## config.mk

```make
export PLATFORM = sky130hd
export DESIGN_NAME = dmem_port_arbiter_flat
export DESIGN_NICKNAME = d
export VERILOG_FILES = /design/src/rtl/dmem_port_arbiter_if.sv /design/src/rtl/dmem_port_arbiter.sv /design/src/flat_wrapper.sv
export SDC_FILE = /design/constraint.sdc
export NUM_CORES = 1
export LEC_CHECK = 0
export CAP_MARGIN = 40
export CORE_AREA = 2 2 110 112
export DETAILED_ROUTE_END_ITERATION = 10
export DIE_AREA = 0 0 112 114
export PLACE_DENSITY = 0.81
export SLEW_MARGIN = 20
export SYNTH_ARGS = -nofsm -noshare
export SYNTH_HDL_FRONTEND = slang
export SYNTH_SLANG_ARGS = --single-unit
```

## constraint.sdc

```tcl
create_clock -name clk -period 1.64 [get_ports clk]
set_input_delay 0.328 -clock clk [delete_from_list [all_inputs] [get_ports clk]]
set_output_delay 0.328 -clock clk [all_outputs]
set_load 0.05 [all_outputs]
```

## src/rtl/dmem_port_arbiter_if.sv

```systemverilog
// Bus bundle between the data-memory arbiter, its two requesters (core stage A, loader B)
// and the single-port BRAM.
interface dmem_port_arbiter_if #(
    parameter int unsigned MEM_AW = 16
);
    logic              a_req;
    logic              a_we;
    logic [31:0]       a_addr;
    logic [31:0]       a_wdata;
    logic [31:0]       a_rdata;
    logic              a_rvalid;
    logic              stall;

    logic              b_req;
    logic              b_we;
    logic [31:0]       b_addr;
    logic [31:0]       b_wdata;
    logic              b_gnt;
    logic [31:0]       b_rdata;
    logic              b_rvalid;

    logic              mem_en;
    logic              mem_we;
    logic [MEM_AW-1:0] mem_addr;
    logic [31:0]       mem_din;
    logic [31:0]       mem_dout;

    // Arbiter side.
    modport slave (
        input  a_req, a_we, a_addr, a_wdata,
        output a_rdata, a_rvalid, stall,
        input  b_req, b_we, b_addr, b_wdata,
        output b_gnt, b_rdata, b_rvalid,
        output mem_en, mem_we, mem_addr, mem_din,
        input  mem_dout
    );

    // Requester/BRAM side.
    modport master (
        output a_req, a_we, a_addr, a_wdata,
        input  a_rdata, a_rvalid, stall,
        output b_req, b_we, b_addr, b_wdata,
        input  b_gnt, b_rdata, b_rvalid,
        input  mem_en, mem_we, mem_addr, mem_din,
        output mem_dout
    );
endinterface

```

## src/rtl/dmem_port_arbiter.sv

```systemverilog
// Shares one synchronous BRAM port between the core memory stage (A) and the loader (B).
// A has priority, but B is forced through after STARVE_LIMIT consecutive A wins over it.
module dmem_port_arbiter #(
    parameter int unsigned MEM_AW       = 16,
    parameter int unsigned READ_LATENCY = 1,
    parameter int unsigned STARVE_LIMIT = 4
) (
    input logic                clk,
    input logic                rst_n,
    dmem_port_arbiter_if.slave bus
);
    localparam int unsigned     CntW   = $clog2(STARVE_LIMIT + 1);
    localparam logic [CntW-1:0] CntMax = CntW'(STARVE_LIMIT);
    localparam int unsigned     Tail   = READ_LATENCY - 1;

    if (READ_LATENCY < 1 || READ_LATENCY > 2) begin : g_bad_latency
        $error("READ_LATENCY must be 1 or 2");
    end
    if (STARVE_LIMIT < 1) begin : g_bad_limit
        $error("STARVE_LIMIT must be at least 1");
    end

    logic [CntW-1:0]         starve_cnt;
    logic                    a_busy;
    logic [READ_LATENCY-1:0] trk_vld;
    logic [READ_LATENCY-1:0] trk_own;  // 1 = loader owns the read
    logic [31:0]             a_rdata_q;
    logic [31:0]             b_rdata_q;

    logic a_elig;
    logic a_win;
    logic b_win;
    logic issue_rd;
    logic a_ret;
    logic b_ret;

    always_comb begin
        a_elig   = bus.a_req & ~a_busy;
        b_win    = bus.b_req & (~a_elig | (starve_cnt == CntMax));
        a_win    = a_elig & ~b_win;
        issue_rd = (a_win & ~bus.a_we) | (b_win & ~bus.b_we);
        a_ret    = trk_vld[Tail] & ~trk_own[Tail];
        b_ret    = trk_vld[Tail] & trk_own[Tail];
    end

    // Outputs are forced low while reset is asserted, even with requests pending.
    always_comb begin
        bus.mem_en   = 1'b0;
        bus.mem_we   = 1'b0;
        bus.mem_addr = '0;
        bus.mem_din  = '0;
        bus.b_gnt    = 1'b0;
        bus.stall    = 1'b0;
        if (rst_n) begin
            bus.b_gnt = b_win;
            // While an A read is outstanding the held request stays blocked; the stall drops
            // on the return cycle so the core consumes the data without a reissue.
            bus.stall = a_busy ? ~a_ret : (bus.a_req & ~(a_win & bus.a_we));
            if (b_win) begin
                bus.mem_en   = 1'b1;
                bus.mem_we   = bus.b_we;
                bus.mem_addr = bus.b_addr[MEM_AW+1:2];
                bus.mem_din  = bus.b_wdata;
            end else if (a_win) begin
                bus.mem_en   = 1'b1;
                bus.mem_we   = bus.a_we;
                bus.mem_addr = bus.a_addr[MEM_AW+1:2];
                bus.mem_din  = bus.a_wdata;
            end
        end
    end

    always_comb begin
        bus.a_rvalid = a_ret;
        bus.b_rvalid = b_ret;
        bus.a_rdata  = a_ret ? bus.mem_dout : a_rdata_q;
        bus.b_rdata  = b_ret ? bus.mem_dout : b_rdata_q;
    end

    always_ff @(posedge clk or negedge rst_n) begin
        if (!rst_n) begin
            starve_cnt <= '0;
            a_busy     <= 1'b0;
            trk_vld    <= '0;
            trk_own    <= '0;
            a_rdata_q  <= '0;
            b_rdata_q  <= '0;
        end else begin
            if (b_win || !bus.b_req) begin
                starve_cnt <= '0;
            end else if (a_win && starve_cnt != CntMax) begin
                starve_cnt <= starve_cnt + CntW'(1);
            end

            if (a_win && !bus.a_we) begin
                a_busy <= 1'b1;
            end else if (a_ret) begin
                a_busy <= 1'b0;
            end

            // Writes enter the tracker as bubbles so the tail lines up with mem_dout.
            trk_vld[0] <= issue_rd;
            trk_own[0] <= b_win;
            for (int i = 1; i < READ_LATENCY; i++) begin
                trk_vld[i] <= trk_vld[i-1];
                trk_own[i] <= trk_own[i-1];
            end

            if (a_ret) begin
                a_rdata_q <= bus.mem_dout;
            end
            if (b_ret) begin
                b_rdata_q <= bus.mem_dout;
            end
        end
    end
endmodule

```

## src/flat_wrapper.sv

```systemverilog
// flat-port wrapper written by rule: the top's interface ports become plain ports
module dmem_port_arbiter_flat 
#(
    parameter int unsigned MEM_AW       = 16,
    parameter int unsigned READ_LATENCY = 1,
    parameter int unsigned STARVE_LIMIT = 4
)
  (clk, rst_n, bus_a_req, bus_a_we, bus_a_addr, bus_a_wdata, bus_a_rdata, bus_a_rvalid, bus_stall, bus_b_req, bus_b_we, bus_b_addr, bus_b_wdata, bus_b_gnt, bus_b_rdata, bus_b_rvalid, bus_mem_en, bus_mem_we, bus_mem_addr, bus_mem_din, bus_mem_dout);
  dmem_port_arbiter_if #(.MEM_AW(MEM_AW)) bus_i ();
  input logic clk;
  input logic rst_n;
  input wire logic [$bits(bus_i.a_req)-1:0] bus_a_req;
  input wire logic [$bits(bus_i.a_we)-1:0] bus_a_we;
  input wire logic [$bits(bus_i.a_addr)-1:0] bus_a_addr;
  input wire logic [$bits(bus_i.a_wdata)-1:0] bus_a_wdata;
  output wire logic [$bits(bus_i.a_rdata)-1:0] bus_a_rdata;
  output wire logic [$bits(bus_i.a_rvalid)-1:0] bus_a_rvalid;
  output wire logic [$bits(bus_i.stall)-1:0] bus_stall;
  input wire logic [$bits(bus_i.b_req)-1:0] bus_b_req;
  input wire logic [$bits(bus_i.b_we)-1:0] bus_b_we;
  input wire logic [$bits(bus_i.b_addr)-1:0] bus_b_addr;
  input wire logic [$bits(bus_i.b_wdata)-1:0] bus_b_wdata;
  output wire logic [$bits(bus_i.b_gnt)-1:0] bus_b_gnt;
  output wire logic [$bits(bus_i.b_rdata)-1:0] bus_b_rdata;
  output wire logic [$bits(bus_i.b_rvalid)-1:0] bus_b_rvalid;
  output wire logic [$bits(bus_i.mem_en)-1:0] bus_mem_en;
  output wire logic [$bits(bus_i.mem_we)-1:0] bus_mem_we;
  output wire logic [$bits(bus_i.mem_addr)-1:0] bus_mem_addr;
  output wire logic [$bits(bus_i.mem_din)-1:0] bus_mem_din;
  input wire logic [$bits(bus_i.mem_dout)-1:0] bus_mem_dout;
  assign bus_i.a_req = bus_a_req;
  assign bus_i.a_we = bus_a_we;
  assign bus_i.a_addr = bus_a_addr;
  assign bus_i.a_wdata = bus_a_wdata;
  assign bus_a_rdata = bus_i.a_rdata;
  assign bus_a_rvalid = bus_i.a_rvalid;
  assign bus_stall = bus_i.stall;
  assign bus_i.b_req = bus_b_req;
  assign bus_i.b_we = bus_b_we;
  assign bus_i.b_addr = bus_b_addr;
  assign bus_i.b_wdata = bus_b_wdata;
  assign bus_b_gnt = bus_i.b_gnt;
  assign bus_b_rdata = bus_i.b_rdata;
  assign bus_b_rvalid = bus_i.b_rvalid;
  assign bus_mem_en = bus_i.mem_en;
  assign bus_mem_we = bus_i.mem_we;
  assign bus_mem_addr = bus_i.mem_addr;
  assign bus_mem_din = bus_i.mem_din;
  assign bus_i.mem_dout = bus_mem_dout;
  dmem_port_arbiter #(.MEM_AW(MEM_AW), .READ_LATENCY(READ_LATENCY), .STARVE_LIMIT(STARVE_LIMIT)) u_core (.clk(clk), .rst_n(rst_n), .bus(bus_i));
endmodule
```

---- Yosys cells after proc, flatten, opt, wreduce, memory -nomap -nowiden ----
Index checks and enable logic that the tools add are counted.
W data, S select, Z words.
cells by class
  reductions and logical operators ........ 7
  equality and inequality tests ........... 2
  multiply operators ...................... 0
  $add $sub $neg .......................... 1
  muxes and demuxes ....................... 21
  divide/modulo/power cells ............... 0
  order comparisons ....................... 0
  shift-type cells ........................ 0
  bitwise logic cells ..................... 19
operators by type and width
  operator               count
  $mux W32               5
  $mux W16               3
  $mux W1                11
  $and A1 B1 Y1          9
  $not A1 Y1             8
  $mux W3                2
  $reduce_bool A2 Y1     2
  $add A3 B1 Y3 const B  1
  $eq A3 B3 Y1 const B   1
  $ne A3 B3 Y1 const B   1
  $logic_and A1 B1 Y1    2
  $logic_not A1 Y1       2
  $or A1 B1 Y1           2
  $logic_or A1 B1 Y1     1
storage, ports and cells
  output and inout port bits .............. 118
  RAM bits ................................ 0
  word-level logic and storage cells ...... 56
  latch bits .............................. 0
  memories ................................ 0
  register bits ........................... 70
  ROM bits ................................ 0
  input bits .............................. 166

---- Depth between registers and ports, before layout ----
Gate-level depths: netlist of run 1.
  word-level depth ........................ 12
  depth in mapped cells ................... 8
  gate-level depth less buffers ........... 5

---- Least setup slack after synthesis of run 1 ----
Ideal clock, no wire load.
  path type ............................... register to output
  start point ............................. register u_core.starve_cnt[0]
  end point ............................... output port bus_mem_din[22]
  required time ........................... 1.312 ns
  buffers on the path ..................... 1
  slack ................................... -0.529 ns
  cell stages (with the launch flop) ...... 7
  data arrival time ....................... 1.841 ns
  cells stage by stage .................... dfrtp_1 -> inv_1 -> ha_1 -> nand2_1 -> a211oi_2 -> buf_2 -> a22o_1
on the way
  word-level cells in the longest chain between the ends .. 8
RTL lines
  item                    RTL line                 source
  start, declared         dmem_port_arbiter.sv:23  logic [CntW-1:0] starve_cnt;
  start signal, assigned  dmem_port_arbiter.sv:92  starve_cnt <= starve_cnt + CntW'(1);
  $eq A3 B3 Y1 (*)        dmem_port_arbiter.sv:39  b_win = bus.b_req & (~a_elig | (starve_cnt == CntMax));
  $or A1 B1 Y1 (*)        dmem_port_arbiter.sv:39
  $and A1 B1 Y1 (*)       dmem_port_arbiter.sv:39
  $not A1 Y1              dmem_port_arbiter.sv:40  a_win = a_elig & ~b_win;
  $and A1 B1 Y1           dmem_port_arbiter.sv:40
  $mux W32                dmem_port_arbiter.sv:64  end else if (a_win) begin
  $mux W32 (*)            dmem_port_arbiter.sv:59  if (b_win) begin
  $mux W32 (*)            dmem_port_arbiter.sv:54  if (rst_n) begin
  end, declared           flat_wrapper.sv:29       output wire logic [$bits(bus_i.mem_din)-1:0] bus_mem_din;
Every way passes the cells marked *; elsewhere a longest branch is shown, timed or not.

---- Worst setup path after layout of run 1 ----
  start point ............................. register u_core.starve_cnt[0]
  end point ............................... output port bus_mem_din[15]
The elaborated chain is that of the path after synthesis.

==> results of run 1 <==
[kinds of logic (layout without fill, tap and decap cells)]
kind of cell | count (synthesis) | in the layout
muxes | 64 | 64
and+or+nand+nor | 15 | 15
adders and majority gates | 2 | 2
buffers and inverters | 26 | 346
AOI/OAI and AO/OA | 56 | 56
DFF | 70 | 70
[state kept, by name, indices dropped and copies added (netlist names)]
register,cells
u_core.a_rdata_q,32
u_core.trk_vld,1
u_core.a_busy,1
u_core.trk_own,1
u_core.starve_cnt,3
u_core.b_rdata_q,32
[cell usage in the layout, fill, tap and decap left out, drive strengths merged, types with 2 or more instances in the layout]
cell           Yosys  layout
nor2               2       2
a21oi              4       4
buf               17     187
inv                8       8
nand2              2       2
mux2              64      64
ha                 2       2
dfrtp             70      70
nor2b              3       3
nand3              2       2
nor3b              2       2
a22o              49      49
clkbuf             1      18
clkdlybuf4s50      0     130
[stage by stage]
step	TNS, ps	utilization [%]	power (mW)	std cells
finish	-49020	74.23	16.70	700
global route	-57310	74.23	17.22	700
CTS	-54300	73.38	16.52	691
detailed placement	-31430	62.03	12.64	632
global placement	-29900	61.79	12.44	631
floorplan	-6209	-	8.298	233
[metal layers]
layer	routed length, um	global-route usage [%]	vias to the layer above
met1	5607	25.50	1676
li1	-	-	1494
met4	427	7.480	0
met3	1164	7.279	22
met5	0	0	-
met2	8961	46.18	169
[power breakdown]
group / total (mW) / switching (mW) / internal (mW)
clock: 1.89 / 0.678 / 1.21
sequential: 2.88 / 0.318 / 2.56
combinational: 11.9 / 6.00 / 5.93
[worst paths after layout]
path / from / end / slack, ps / cells after the start
min: rst_n / u_core.starve_cnt[2] / 190 / 3
min in group clk: bus_a_req / u_core.starve_cnt[2] / 490 / 4
min reg2reg: u_core.a_rdata_q[16] / u_core.a_rdata_q[16] / 500 / 1
max in group asynchronous: rst_n / u_core.b_rdata_q[30] / 900 / 4
max: u_core.starve_cnt[0] / bus_mem_din[15] / -580 / 8
max reg2reg: u_core.trk_vld / u_core.a_rdata_q[20] / 70 / 6
[worst max-delay path: stages, from the launching register on]
cell	delay, ps
dfrtp_1	380
inv_2	80
ha_4	160
nand2_4	60
a211oi_4	260
buf_6	200
clkbuf_16	160
a22o_4	120
buf_12	130
[layout make-up]
type	instances	area [um^2]	share of cell area [%]
inverter	8	30.03	0.3454
timing repair buffer	323	4382	50.40
multi-input combinational	137	2061	23.70
clock buffer	14	254.0	2.922
sequential	70	1753	20.16
clock inverter	1	30.03	0.3454
tap	147	183.9	2.116
[timing repair]
| item | CTS | global route |
|---|---|---|
| gates cloned | 9 | 6 |
| endpoints found under the setup margin | 117 | 118 |
| gates resized for setup | 150 | 24 |
| pin swaps | 4 | 4 |
| hold endpoints to repair | 0 | 0 |
| setup buffers | 36 | 11 |
==> results.md, run 1 <==
* VDD IR max at 0.001691 V
* Library cells used by synthesis at 22
* Pre-CTS WS at -618.5 ps
* Post-synth EDFFs at 0
* Failing checks: negative setup slack
* Share of cells above drive strength 1 at 59.86%
* Die Ht at 114 um
* Post-synthesis simple-gate area fraction at 2.666%
* Top_reg_cell synth: dfrtp_1
* Final Cell Area at 0.008693 mm^2
* CTS max path bufs at 2
* Initial Util at 27.25%
* # H-tree levels at 3
* Inserted Clock Buffers at 9
* Crit share post-route at 135.1%
* DP HPWL at 10.64 mm
* Run status: finished, violations left
* 1st-pass router iterations at 4
* Largest net degree at the start of global routing at 45
* Number of fillers in the final layout at 689
* RSZ-0062 raised after global routing: yes
* WP data required at 1310 ps
* Pleak at 4.052 nW
* Total number of vias at 3361
* Final WL at 16.16 mm
* Asr flop ratio synth at 100.0%
* DR DRC count at 0
* Net count after synthesis at 401
* Synth warn at 0
* Gpl congestion at 0.8187
* WP data arrival at 1890 ps
* WHS at 192.7 ps
* First-pass GRT wire length at 23.08 mm
* Die Width at 112 um
* Clk sinks at 70
* Rel. slew slack at 75.24%
* Crit Path Max Fanout at 5
* Post-route ant nets at 0
* Final setup violation count at 117
* Pwr Density at 1921 mW/mm^2
* Root Driver: clkbuf_16
* Later-pin clock latency in the skew report at 330 ps
* Clock slew at reported path FFs at 50 ps
* Core outline area at 0.01171 mm^2
* Mux share of post-synthesis cell area at 22.58%
* HP Class: input port to async pin
* First DRT Iteration DRCs at 112
* PortBufs at 251
* Full die area at 0.01277 mm^2
* Crit path launch type: flop
* Area leader, netlist: dfrtp_1
* MaxCap Viol Count at 0
* DR vias/cell at 4.801
* GR Util All Layers at 24.17%
* Clock Skews at 4.594 ps
* FP Rows at 40
* Total gr overflow at 0
* Worst-Margin Slew at 371.4 ps
* Synth area leaders: dfrtp_1, mux2_2, a22o_1
* Post-synthesis instance area at 0.003192 mm^2
* Compound-Gate Fraction of Synth Area at 14.94%
* Hold Buf Count CTS at 0
* Most frequent cells after synthesis: dfrtp_1, mux2_2, a22o_1
* Final Max Slew Viols at 0
* Flop and latch count out of synthesis at 70
* Synth Area in XOR/XNOR at 0%
* Synthesized area per cell at 13.70 um^2
* Critical path class: flop to primary output
* Main combinational cell family by area after synthesis: multiplexers
* Fraction of the mapped netlist area in adder cells at 0.7840%
* Final hold vios at 0
* Nets at 717
* Fmax at 0.4512 GHz
* Top cell type's share of synthesized area at 54.88%
* Most common cell in the netlist: dfrtp_1
* Initial antenna violation count at 0
* Min Clock Period, post-route at 2216 ps
* Placement Cell Area at 0.007264 mm^2
* I/O pin cnt at 284
* Per-cell routed wire length at 23.09 um
* Worst Slack Setup Final at -576.4 ps
* Sequential fraction of the synthesis area at 54.88%
* Cell count after synthesis at 233
* CTS tree: built
* ANT cells at 0
* Vias in the first global route at 3859
* CP Capture Type: primary output
* Area Overhead vs Synth at 172.4%
Power figures use the tool's default switching activity.
==> inputs of run 2 (changes only) <==
--- a/config.mk
+++ b/config.mk
@@ -5,11 +5,11 @@
 export SDC_FILE = /design/constraint.sdc
 export NUM_CORES = 1
 export LEC_CHECK = 0
-export CAP_MARGIN = 40
-export CORE_AREA = 2 2 110 112
+export CORE_AREA = 2 2 109 111
+export CTS_CLUSTER_SIZE = 28
 export DETAILED_ROUTE_END_ITERATION = 10
-export DIE_AREA = 0 0 112 114
-export PLACE_DENSITY = 0.81
+export DIE_AREA = 0 0 111 113
+export PLACE_DENSITY = 0.8
 export SLEW_MARGIN = 20
 export SYNTH_ARGS = -nofsm -noshare
 export SYNTH_HDL_FRONTEND = slang
==> constraint.sdc (replaced) <==
create_clock -name clk -period 2.61 [get_ports clk]
set_input_delay 0.522 -clock clk [delete_from_list [all_inputs] [get_ports clk]]
set_output_delay 0.522 -clock clk [all_outputs]
set_load 0.05 [all_outputs]
==> results.md, run 2 (same netlist as run 1, synthesis figures left out) <==
* Clock Skews at 10.91 ps (+6.316 ps)
* Post-route ant nets at 0 (unchanged)
* CTS tree: built
* Later-pin clock latency in the skew report at 330 ps (about the same)
* # H-tree levels at 3 (unchanged)
* Rel. slew slack at 48.68% (-27 points)
* Pwr Density at 1250 mW/mm^2 (-35%)
* Min Clock Period, post-route at 2576 ps
* Inserted Clock Buffers at 9 (unchanged)
* Pleak at 3.015 nW (-26%)
* Area Overhead vs Synth at 120.4%
* Per-cell routed wire length at 19.07 um (-17%)
* Final WL at 12.15 mm (-25%)
* Largest net degree at the start of global routing at 65 (+44%)
* Crit path launch type: input port
* DR DRC count at 0 (unchanged)
* Commonest non-fill, non-tap cell in the layout: clkdlybuf4s50_1
* WP data arrival at 2050 ps (+160 ps)
* GR Util All Layers at 18.67% (-5.5 points)
* WP data required at 2090 ps (+780 ps)
* DR vias/cell at 4.774 (-0.57%)
* Worst-Margin Slew at 769.8 ps (+398.4 ps)
* Nets at 657 (-8.4%)
* Number of fillers in the final layout at 873 (+27%)
* Total gr overflow at 0 (unchanged)
* Core outline area at 0.01127 mm^2 (-3.7%)
* DP HPWL at 9.556 mm (-10%)
* Clock slew at reported path FFs at 60 ps (about the same)
* Total number of vias at 3041 (-9.5%)
* Clk sinks at 70 (unchanged)
* First DRT Iteration DRCs at 134 (+20%)
* FP Rows at 39 (-2.5%)
* ANT cells at 0 (unchanged)
* Fmax at 0.3882 GHz
* VDD IR max at 0.001126 V (-33%)
* Final setup violation count at 0 (-100%)
* CTS max path bufs at 2 (unchanged)
* Initial Util at 28.32% (+1.1 points)
* Run status: finished, final reports clean
* RSZ-0062 raised after global routing: yes
* Initial antenna violation count at 0 (unchanged)
* First-pass GRT wire length at 18.50 mm (-20%)
* Worst Slack Setup Final at 33.70 ps (+610.1 ps)
* Gpl congestion at 0.9275 (+13%)
* Tot Pwr at 8.791 mW (-47%)
* PortBufs at 251 (unchanged)
* Pre-CTS WS at -91.42 ps (+527.1 ps)
* CP Capture Type: primary output
* Final hold vios at 0 (unchanged)
* Share of cells above drive strength 1 at 44.94% (-15 points)
* Largest regs: u_core.a_rdata_q (32), u_core.b_rdata_q (32), u_core.starve_cnt (3)
* Placement Cell Area at 0.006664 mm^2 (-8.3%)
* I/O pin cnt at 284 (unchanged)
* Setup TNS Final at 0 ps (+49020 ps)
* Die Ht at 113 um (-0.88%)
* Final Cell Area at 0.007034 mm^2 (-19%)
* 1st-pass router iterations at 4 (unchanged)
* Root Driver: clkbuf_16
* Critical path class: input port to primary output
* MaxCap Viol Count at 0 (unchanged)
* HP Class: input port to async pin
* Hold Buf Count CTS at 0 (unchanged)
* Crit share post-route at 98.71%
* Final Max Slew Viols at 0 (unchanged)
* Vias in the first global route at 3336 (-14%)
* Most frequent cells in the layout: clkdlybuf4s50_1, buf_12, dfrtp_1
* Full die area at 0.01254 mm^2 (-1.8%)
* Die Width at 111 um (-0.89%)
* Crit Path Max Fanout at 40 (+35)
run 2: timing repair:
item                                    in CTS  in global routing
resized for setup                            8                  3
pin swaps                                    2                  1
hold endpoints to repair                     0                  0
gates cloned                                 1                  0
endpoints found under the setup margin      49                 29
setup buffers                                1                  1
run 2: report_power, final:
group	switching, mW	total [mW]	leakage, nW	internal [mW]
registers	0.151	1.75	0.825	1.60
logic	3.37	5.90	2.06	2.53
clock network	0.468	1.14	0.132	0.673
run 2: path summary, 6_finish.rpt:
path / start / end / slack (ps) / depth (start not counted)
worst max register to register: u_core.starve_cnt[0] / u_core.a_busy / 1120 / 6
worst min register to register: u_core.starve_cnt[0] / u_core.starve_cnt[0] / 460 / 1
max in group asynchronous: rst_n / u_core.b_rdata_q[3] / 1510 / 2
worst max-delay path: bus_b_req / bus_mem_addr[11] / 30 / 6
worst min-delay path: rst_n / u_core.trk_vld / 60 / 1
min in group clk: u_core.starve_cnt[0] / u_core.starve_cnt[0] / 460 / 1
run 2: worst max-delay path: stages:
cell and delay (ps):
clkdlybuf4s50_1 530, nand3_1 140, and3_4 220, buf_12 170
a22o_1 290, buf_12 160
run 2: routing by layer:
layer  track usage, %  vias to the layer above  part of all wire (%)
met3            6.106                       25                   7.7
met5                0                        -                     0
met2            33.01                      149                    52
met4            5.500                        0                   2.5
met1            21.73                     1489                    38
li1                 -                     1378                     -
run 2: final cells by class:
type                            instances  area (um^2)  area share [%]
Timing Repair Buffer                  263         3426           48.70
Sequential cell                        70         1752           24.90
Multi-Input combinational cell        137         1364           19.39
Clock buffer                           10        239.0           3.397
Tap cell                              143        178.9           2.544
Clock inverter                          6        45.04          0.6403
Inverter                                8        30.03          0.4269
run 2: per-stage QoR:
step | util (%) | hold slack [ps] | instances
floorplan | - | 226.4 | 233
global placement | 59.12 | 390.2 | 618
detailed placement | 59.12 | 401.3 | 618
CTS | 62.10 | 61.06 | 636
global route | 62.40 | 63.89 | 637
finish | 62.40 | 59.51 | 637
